`src/rtl/lut8_prog_neuron.sv`:
```
// lut8_prog_neuron: programmable 8-input LUT neuron with a shadow/active table pair.
// Tables are reloaded beat by beat, and the whole table is committed atomically on the final beat.
module lut8_prog_neuron #(
  parameter int CFG_W = 8
) (
  input  logic             clk,
  input  logic             rst,
  input  logic             cfg_start,
  input  logic             cfg_valid,
  output logic             cfg_ready,
  input  logic [CFG_W-1:0] cfg_data,
  output logic             cfg_done,
  input  logic             in_valid,
  output logic             in_ready,
  input  logic [7:0]       in_addr,
  output logic             out_valid,
  output logic             out_bit
);
  localparam int NB = 256 / CFG_W;
  localparam int CW = $clog2(NB);

  typedef enum logic [1:0] {UNPROG, LOAD, ACTIVE} state_t;

  state_t          state_q, state_d;
  logic [CW-1:0]   cnt_q, cnt_d;
  logic [255:0]    shadow_q, shadow_d, active_q, active_d;
  logic [1:0]      rs_q, rs_d;
  logic            prog_q, prog_d, done_q, done_d, ov_q, ov_d, ob_q, ob_d;
  logic            start, accept, last;
  logic [7:0]      base;

  // rs_q keeps the FSM parked for two clean edges after rst is released
  always_comb begin
    rs_d     = {rs_q[0], 1'b0};
    start    = cfg_start & ~rs_q[1];
    accept   = cfg_valid & (state_q == LOAD) & ~start;
    last     = accept & (cnt_q == CW'(NB - 1));
    base     = 8'(cnt_q) * 8'(CFG_W);
    shadow_d = shadow_q;
    if (accept) shadow_d[base +: CFG_W] = cfg_data;
    active_d = last ? shadow_d : active_q;
    cnt_d    = start ? '0 : accept ? cnt_q + CW'(1) : cnt_q;
    state_d  = start ? LOAD : last ? ACTIVE : state_q;
    prog_d   = prog_q | last;
    done_d   = last;
    ov_d     = in_valid & prog_q;
    ob_d     = ov_d ? active_q[in_addr] : ob_q;
  end

  always_ff @(posedge clk or posedge rst) begin
    if (rst) begin
      rs_q     <= 2'b11;
      state_q  <= UNPROG;
      cnt_q    <= '0;
      shadow_q <= '0;
      active_q <= '0;
      prog_q   <= 1'b0;
      done_q   <= 1'b0;
      ov_q     <= 1'b0;
      ob_q     <= 1'b0;
    end else begin
      rs_q     <= rs_d;
      state_q  <= state_d;
      cnt_q    <= cnt_d;
      shadow_q <= shadow_d;
      active_q <= active_d;
      prog_q   <= prog_d;
      done_q   <= done_d;
      ov_q     <= ov_d;
      ob_q     <= ob_d;
    end
  end

  assign cfg_ready = state_q == LOAD;
  assign cfg_done  = done_q;
  assign in_ready  = prog_q;
  assign out_valid = ov_q;
  assign out_bit   = ob_q;
endmodule

```
`config.mk`:
```
export PLATFORM = sky130hd
export DESIGN_NAME = lut8_prog_neuron
export DESIGN_NICKNAME = d
export VERILOG_FILES = /design/src/rtl/lut8_prog_neuron.sv
export SDC_FILE = /design/constraint.sdc
export NUM_CORES = 1
export LEC_CHECK = 0
export CAP_MARGIN = 15
export CORE_UTILIZATION = 50
export DETAILED_ROUTE_END_ITERATION = 7
export PLACE_DENSITY = 0.66
export SYNTH_ARGS = -nofsm -noshare
export SYNTH_HDL_FRONTEND = slang
export SYNTH_SLANG_ARGS = --single-unit
```
`constraint.sdc`:
```
create_clock -name clk -period 61.1 [get_ports clk]
set_clock_uncertainty 0.2 [all_clocks]
set_input_delay 18.33 -clock clk [delete_from_list [all_inputs] [get_ports clk]]
set_output_delay 18.33 -clock clk [all_outputs]
set_load 0.005 [all_outputs]
```
==> After elaboration in Yosys (flattened, before gate mapping) <==
Index checks and enable logic that the tools add are counted.
W data, S select, Z words.
{ "word_totals": {"regBits": 525, "latchBits": 0, "mem_bits_rw": 0, "romBits": 0, "in_bits": 21, "output_inout_bits": 5, "wordCells": 34, "n_memories": 0} }
{ "op_classes": {"addsub": 2, "mul": 0, "div": 0, "order_cmp": 1, "n_eq_ne": 2, "n_shift": 2, "muxes": 8, "n_bitwise": 8, "reduce_logical": 2} }
{ "op_table": {"columns": ["operator", "count"], "rows": [
  ["$bwmux W256", 1],
  ["$mux W256", 1],
  ["$shift A8 B10 Y256 const A", 1],
  ["$shiftx A8 B10 Y256", 1],
  ["$mux W5", 2],
  ["$neg A8 Y10", 1],
  ["$lt A8 B9 Y1 const B", 1],
  ["$bmux W1 S8", 1],
  ["$add A5 B1 Y5 const B", 1],
  ["$and A1 B1 Y1", 5],
  ["$eq A5 B5 Y1 const B", 1],
  ["$mux W2", 2],
  ["$reduce_bool A2 Y1", 2],
  ["$eq A2 B1 Y1 const B", 1],
  ["$not A1 Y1", 2],
  ["$mux W1", 1],
  ["$or A1 B1 Y1", 1]
]} }

==> Logic depth before layout (Yosys ltp) <==
{ "logic_depth": {"word_depth": 7, "ltp_mapped": 12, "mapped_depth_nobuf": 8} }

==> Worst setup path after synthesis <==
Ideal clock, no wire load.
{ "synth_timing": {"path_kind": "input port to flip-flop", "startpoint": "input in_addr[1]", "endpoint": "register ob_q (netlist: out_bit)", "setup_ps": 136, "arrival_ps": 20155, "required_ps": 60764, "setup_slack_ps": 40610, "path_stages": 9, "n_path_buf": 3, "cell_sequence": "buf_2 > buf_2 > buf_1 > mux4_2 > a22oi_1 > a21oi_1 > o21ai_0 > nor4b_1 > o32ai_1"} }
{ "synth_via": {"elab_chain_len": 2} }
{ "synth_rtl": {"columns": ["item", "line_no", "rtl"], "rows": [
  ["from (decl)", "15", "input logic [7:0] in_addr,"],
  ["$bmux W1 S8", "47", "ob_d = ov_d ? active_q[in_addr] : ob_q;"],
  ["$mux W1 (not written as such)", "47", null],
  ["to (signal assigned)", "60", "ob_q <= 1'b0;"],
  ["to (signal assigned)", "70", "ob_q <= ob_d;"],
  ["to (decl)", "28", "logic prog_q, prog_d, done_q, done_d, ov_q, ov_d, ob_q, ob_d;"]
]} }
No other way between the ends. The select of a mux whose other input is x is not followed.
A chain may end at the register's enable or synchronous reset.

==> Final worst setup path <==
{ "layout_timing": {"startpoint": "input cfg_valid", "endpoint": "register active_q[65]"} }
{ "layout_via": {"elab_chain_len": 3, "elab_cells_between_ends": 4, "cone_classes": "1 x mux; 3 x bitwise"} }
{ "layout_rtl": {"columns": ["item", "line_no", "rtl"], "rows": [
  ["from (decl)", "9", "input logic cfg_valid,"],
  ["$and A1 B1 Y1 * (2 in series)", "36", "accept = cfg_valid & (state_q == LOAD) & ~start;"],
  ["$mux W256 or $and A1 B1 Y1 (tied branches)", "40, 37", null],
  ["to (signal assigned)", "66", "active_q <= active_d;"],
  ["to (decl)", "26", "logic [255:0] shadow_q, shadow_d, active_q, active_d;"]
]} }
Every way passes the cells marked *; elsewhere a longest branch is shown, timed or not.

==> flow_summary.json <==
{
  "mostFrequentLayoutCells": "dfrtp_1, nand2_1, nor2_1, a31oi_1, or2_2",
  "peakVddDrop_v": 0.0000236,
  "p_int_mw": 0.614,
  "p_comb_share_pct": 13.4,
  "worstPathArrival_ns": 22.66,
  "yosysWarnings": 0,
  "p_seq_share_pct": 46.2,
  "critPathKind": "in2reg",
  "clock_power_share_pct": 40.4,
  "switchingPower_mw": 0.224,
  "clock_path_buffers": 3,
  "cts_setup_buffers": 0,
  "use_met1_pct": 33.1,
  "postCtsHoldBufs": 0,
  "grt_overflow": 0,
  "placed_area_mm2": 0.0235,
  "cp-start-kind": "input pin",
  "ys_types": 66,
  "area_growth_pct": 10.7,
  "core.rowCount": 78,
  "p_per_area_mw_per_mm2": 33.0,
  "crit_path_max_incr_delay_ns": 0.94,
  "grt_use_met2_pct": 38.8,
  "routabilityCongestion": 0.872,
  "setup_tns_ns": 0,
  "cts_max_level": 2,
  "regArea_mm2": 0.0131,
  "die_width_um": 216,
  "rr_endpoint": "active_q[65]",
  "pin_count": 26,
  "min_period_ns": 22.39,
  "hold_path.class": "reg2reg",
  "min_from": "rs_q[0]",
  "crit_fanout": 164,
  "vias": 15387,
  "rsz0062_at_grt": "no",
  "fin_nets": 2093,
  "antenna_found_initial": 0,
  "status": "completed",
  "drt_iter0_drc": 1348,
  "regToRegStartpoint": "state_q[1]",
  "drive_gt1_share_pct": 22.8,
  "ant_nets": 0,
  "r2r_slack_ns": 56.46,
  "drv_cap": 0,
  "wl_per_cell_um": 20.0,
  "netlist_area_mm2": 0.0229,
  "port_buffers": 25,
  "grt_max_degree": 165,
  "start_util_pct": 50.6,
  "met3_usage_pct": 4.40,
  "drcViolationCount": 0,
  "diodes": 0,
  "grt_pass1_vias": 15549,
  "syn_avg_cell_area_um2": 11.0,
  "ctsResizeCount": 0,
  "cts.sinks": 525,
  "core_mm2": 0.0453,
  "dieArea_mm2": 0.0466,
  "clock_latency_ns": 0.59,
  "synth_edf_count": 0,
  "avgViaCountPerCell": 5.68,
  "yosysSeqAreaShare_pct": 57.4,
  "synth_nets": 2105,
  "synthFlopType": "dfrtp_1",
  "p_sw_share_pct": 26.8,
  "min_path_cells": 0,
  "layout_commonest_cell": "dfrtp_1",
  "grt_busiest_layer": "met2",
  "finalSetupViolCount": 0,
  "routed_wl_um": 54100,
  "grt_first_pass_wirelength_um": 86800,
  "hold_end": "rs_q[1]",
  "slew_headroom_pct": 20.8,
  "crit_slowest_cell": "buf_4",
  "cts-buffers-inserted": 55,
  "hold_viol": 0,
  "die_h_um": 216,
  "multi_input_area_mm2": 0.00912,
  "worstPathCellList": "clkdlybuf4s50_1 > nand3b_1 > nor2_4 > nand2_1 > inv_8 > buf_4 > mux2_2",
  "dr.pass1.iters": 7,
  "tritoncts": "built",
  "groute.usage.overall_pct": 24.0,
  "drv_slew": 0,
  "root_buffer": "clkbuf_16",
  "fillers": 3839,
  "max_freq_mhz": 44.7,
  "crit_required_ns": 61.37,
  "async_reset_ff_share_pct": 100,
  "tightest_slew_ns": 1.18,
  "cts.clk_slew.worst_paths_ns": 0.06,
  "place_hpwl_um": 33800,
  "synth-seq-cells": 525,
  "min_period_over_period_pct": 36.6,
  "fin_area_mm2": 0.0254,
  "leakagePower_nw": 12.3,
  "synth_cells": 2078,
  "cp-end-kind": "register",
  "reg2regPathDepth": 6
}
power groups by stage:
stage / Clock [mW] / Sequential, mW / Combinational [mW]
2_1_floorplan: 0 / 0.391 / 0.0871
3_3_place_gp: 0 / 0.392 / 0.108
3_5_place_dp: 0 / 0.394 / 0.112
4_1_cts: 0.346 / 0.387 / 0.112
5_1_grt: 0.358 / 0.390 / 0.124
6_report: 0.338 / 0.387 / 0.112
stage by stage:
stage | utilization (%) | total power, mW | setup slack, ns | hold slack (ns) | instances
finish | 56.0 | 0.838 | 38.71 | 0.156 | 2708
global route | 56.0 | 0.872 | 38.50 | 0.155 | 2708
CTS | 56.0 | 0.845 | 38.83 | 0.155 | 2708
detailed placement | 51.9 | 0.505 | 38.19 | 0.149 | 2609
global placement | 51.9 | 0.500 | 38.26 | 0.146 | 2609
floorplan | - | 0.478 | 27.90 | 0.145 | 2078
how the worst max path moves through the flow:
stage                     to  slack, ns      start  cells past startpoint
2_1_floorplan    active_q[0]      27.90        rst                      1
3_5_place_dp   active_q[130]      38.19  cfg_valid                      7
5_1_grt        active_q[130]      38.50  cfg_valid                      7
4_1_cts        active_q[130]      38.83  cfg_valid                      7
3_3_place_gp   active_q[128]      38.26  cfg_valid                      7
6_report        active_q[65]      38.71  cfg_valid                      7
layout make-up:
cell class              count  share of cell area [%]
well taps                 600                    2.96
inverters                  11                   0.222
repair buffers             50                    1.70
clock buffers              83                    6.68
multi-input cells        1423                    36.0
clock inverters            16                   0.646
flip-flops and latches    525                    51.8
flip-flops by register name, indices dropped and copies added, names as in the netlist:
signal	flops
active_q	256
shadow_q	256
cnt_q	5
rs_q	2
state_q	2
cfg_done	1
in_ready	1
out_bit	1
out_valid	1
kinds of logic after synthesis:
kind of cell    Yosys count  share of synthesized area (%)
xor+xnor                  6                          0.230
mux                     205                           12.4
other cells               1                         0.0164
flops                   525                           57.4
simple gates            943                           18.5
fa+ha+maj                 6                          0.328
buf+inv                 130                           2.78
compound gates          262                           8.35
worst max-delay path: cells and delay by family:
family | cells | cell delay, ns
AND/OR/NAND/NOR | 3 | 1.48
multiplexers | 1 | 0.42
buffers and inverters | 3 | 2.26
metal layers:
layer	vias up	share of wire (%)
met4	0	2.9
met3	112	5.3
met2	388	48
met5	-	0
met1	7756	44
li1	7131	-
cell usage after synthesis (all sizes together), types with 2 or more instances:
| cell | n | share of area [%] |
|---|---|---|
| dfrtp | 523 | 57 |
| nand2 | 479 | 7.9 |
| nor2 | 216 | 3.6 |
| a31oi | 195 | 5.3 |
| or2 | 192 | 5.2 |
| mux2 | 126 | 6.2 |
| clkbuf | 75 | 1.2 |
| mux4 | 50 | 4.9 |
| buf | 44 | 1.4 |
| mux2i | 29 | 1.3 |
| nand3 | 20 | 0.68 |
| o2111ai | 14 | 1.4 |
| a21oi | 10 | 0.22 |
| inv | 9 | 0.15 |
| o221ai | 9 | 0.34 |
| a22oi | 8 | 0.26 |
| o21ai | 8 | 0.17 |
| ha | 6 | 0.33 |
| nand4 | 6 | 0.16 |
| nor3 | 6 | 0.23 |
| nor2b | 5 | 0.14 |
| and2 | 4 | 0.11 |
| and3 | 4 | 0.11 |
| o22ai | 4 | 0.11 |
| xnor2 | 4 | 0.15 |
| a2111oi | 3 | 0.11 |
| nand2b | 3 | 0.082 |
| clkinv | 2 | 0.033 |
| dfstp | 2 | 0.23 |
| xor2 | 2 | 0.077 |
Note: power is estimated with default switching activity, not from simulation.
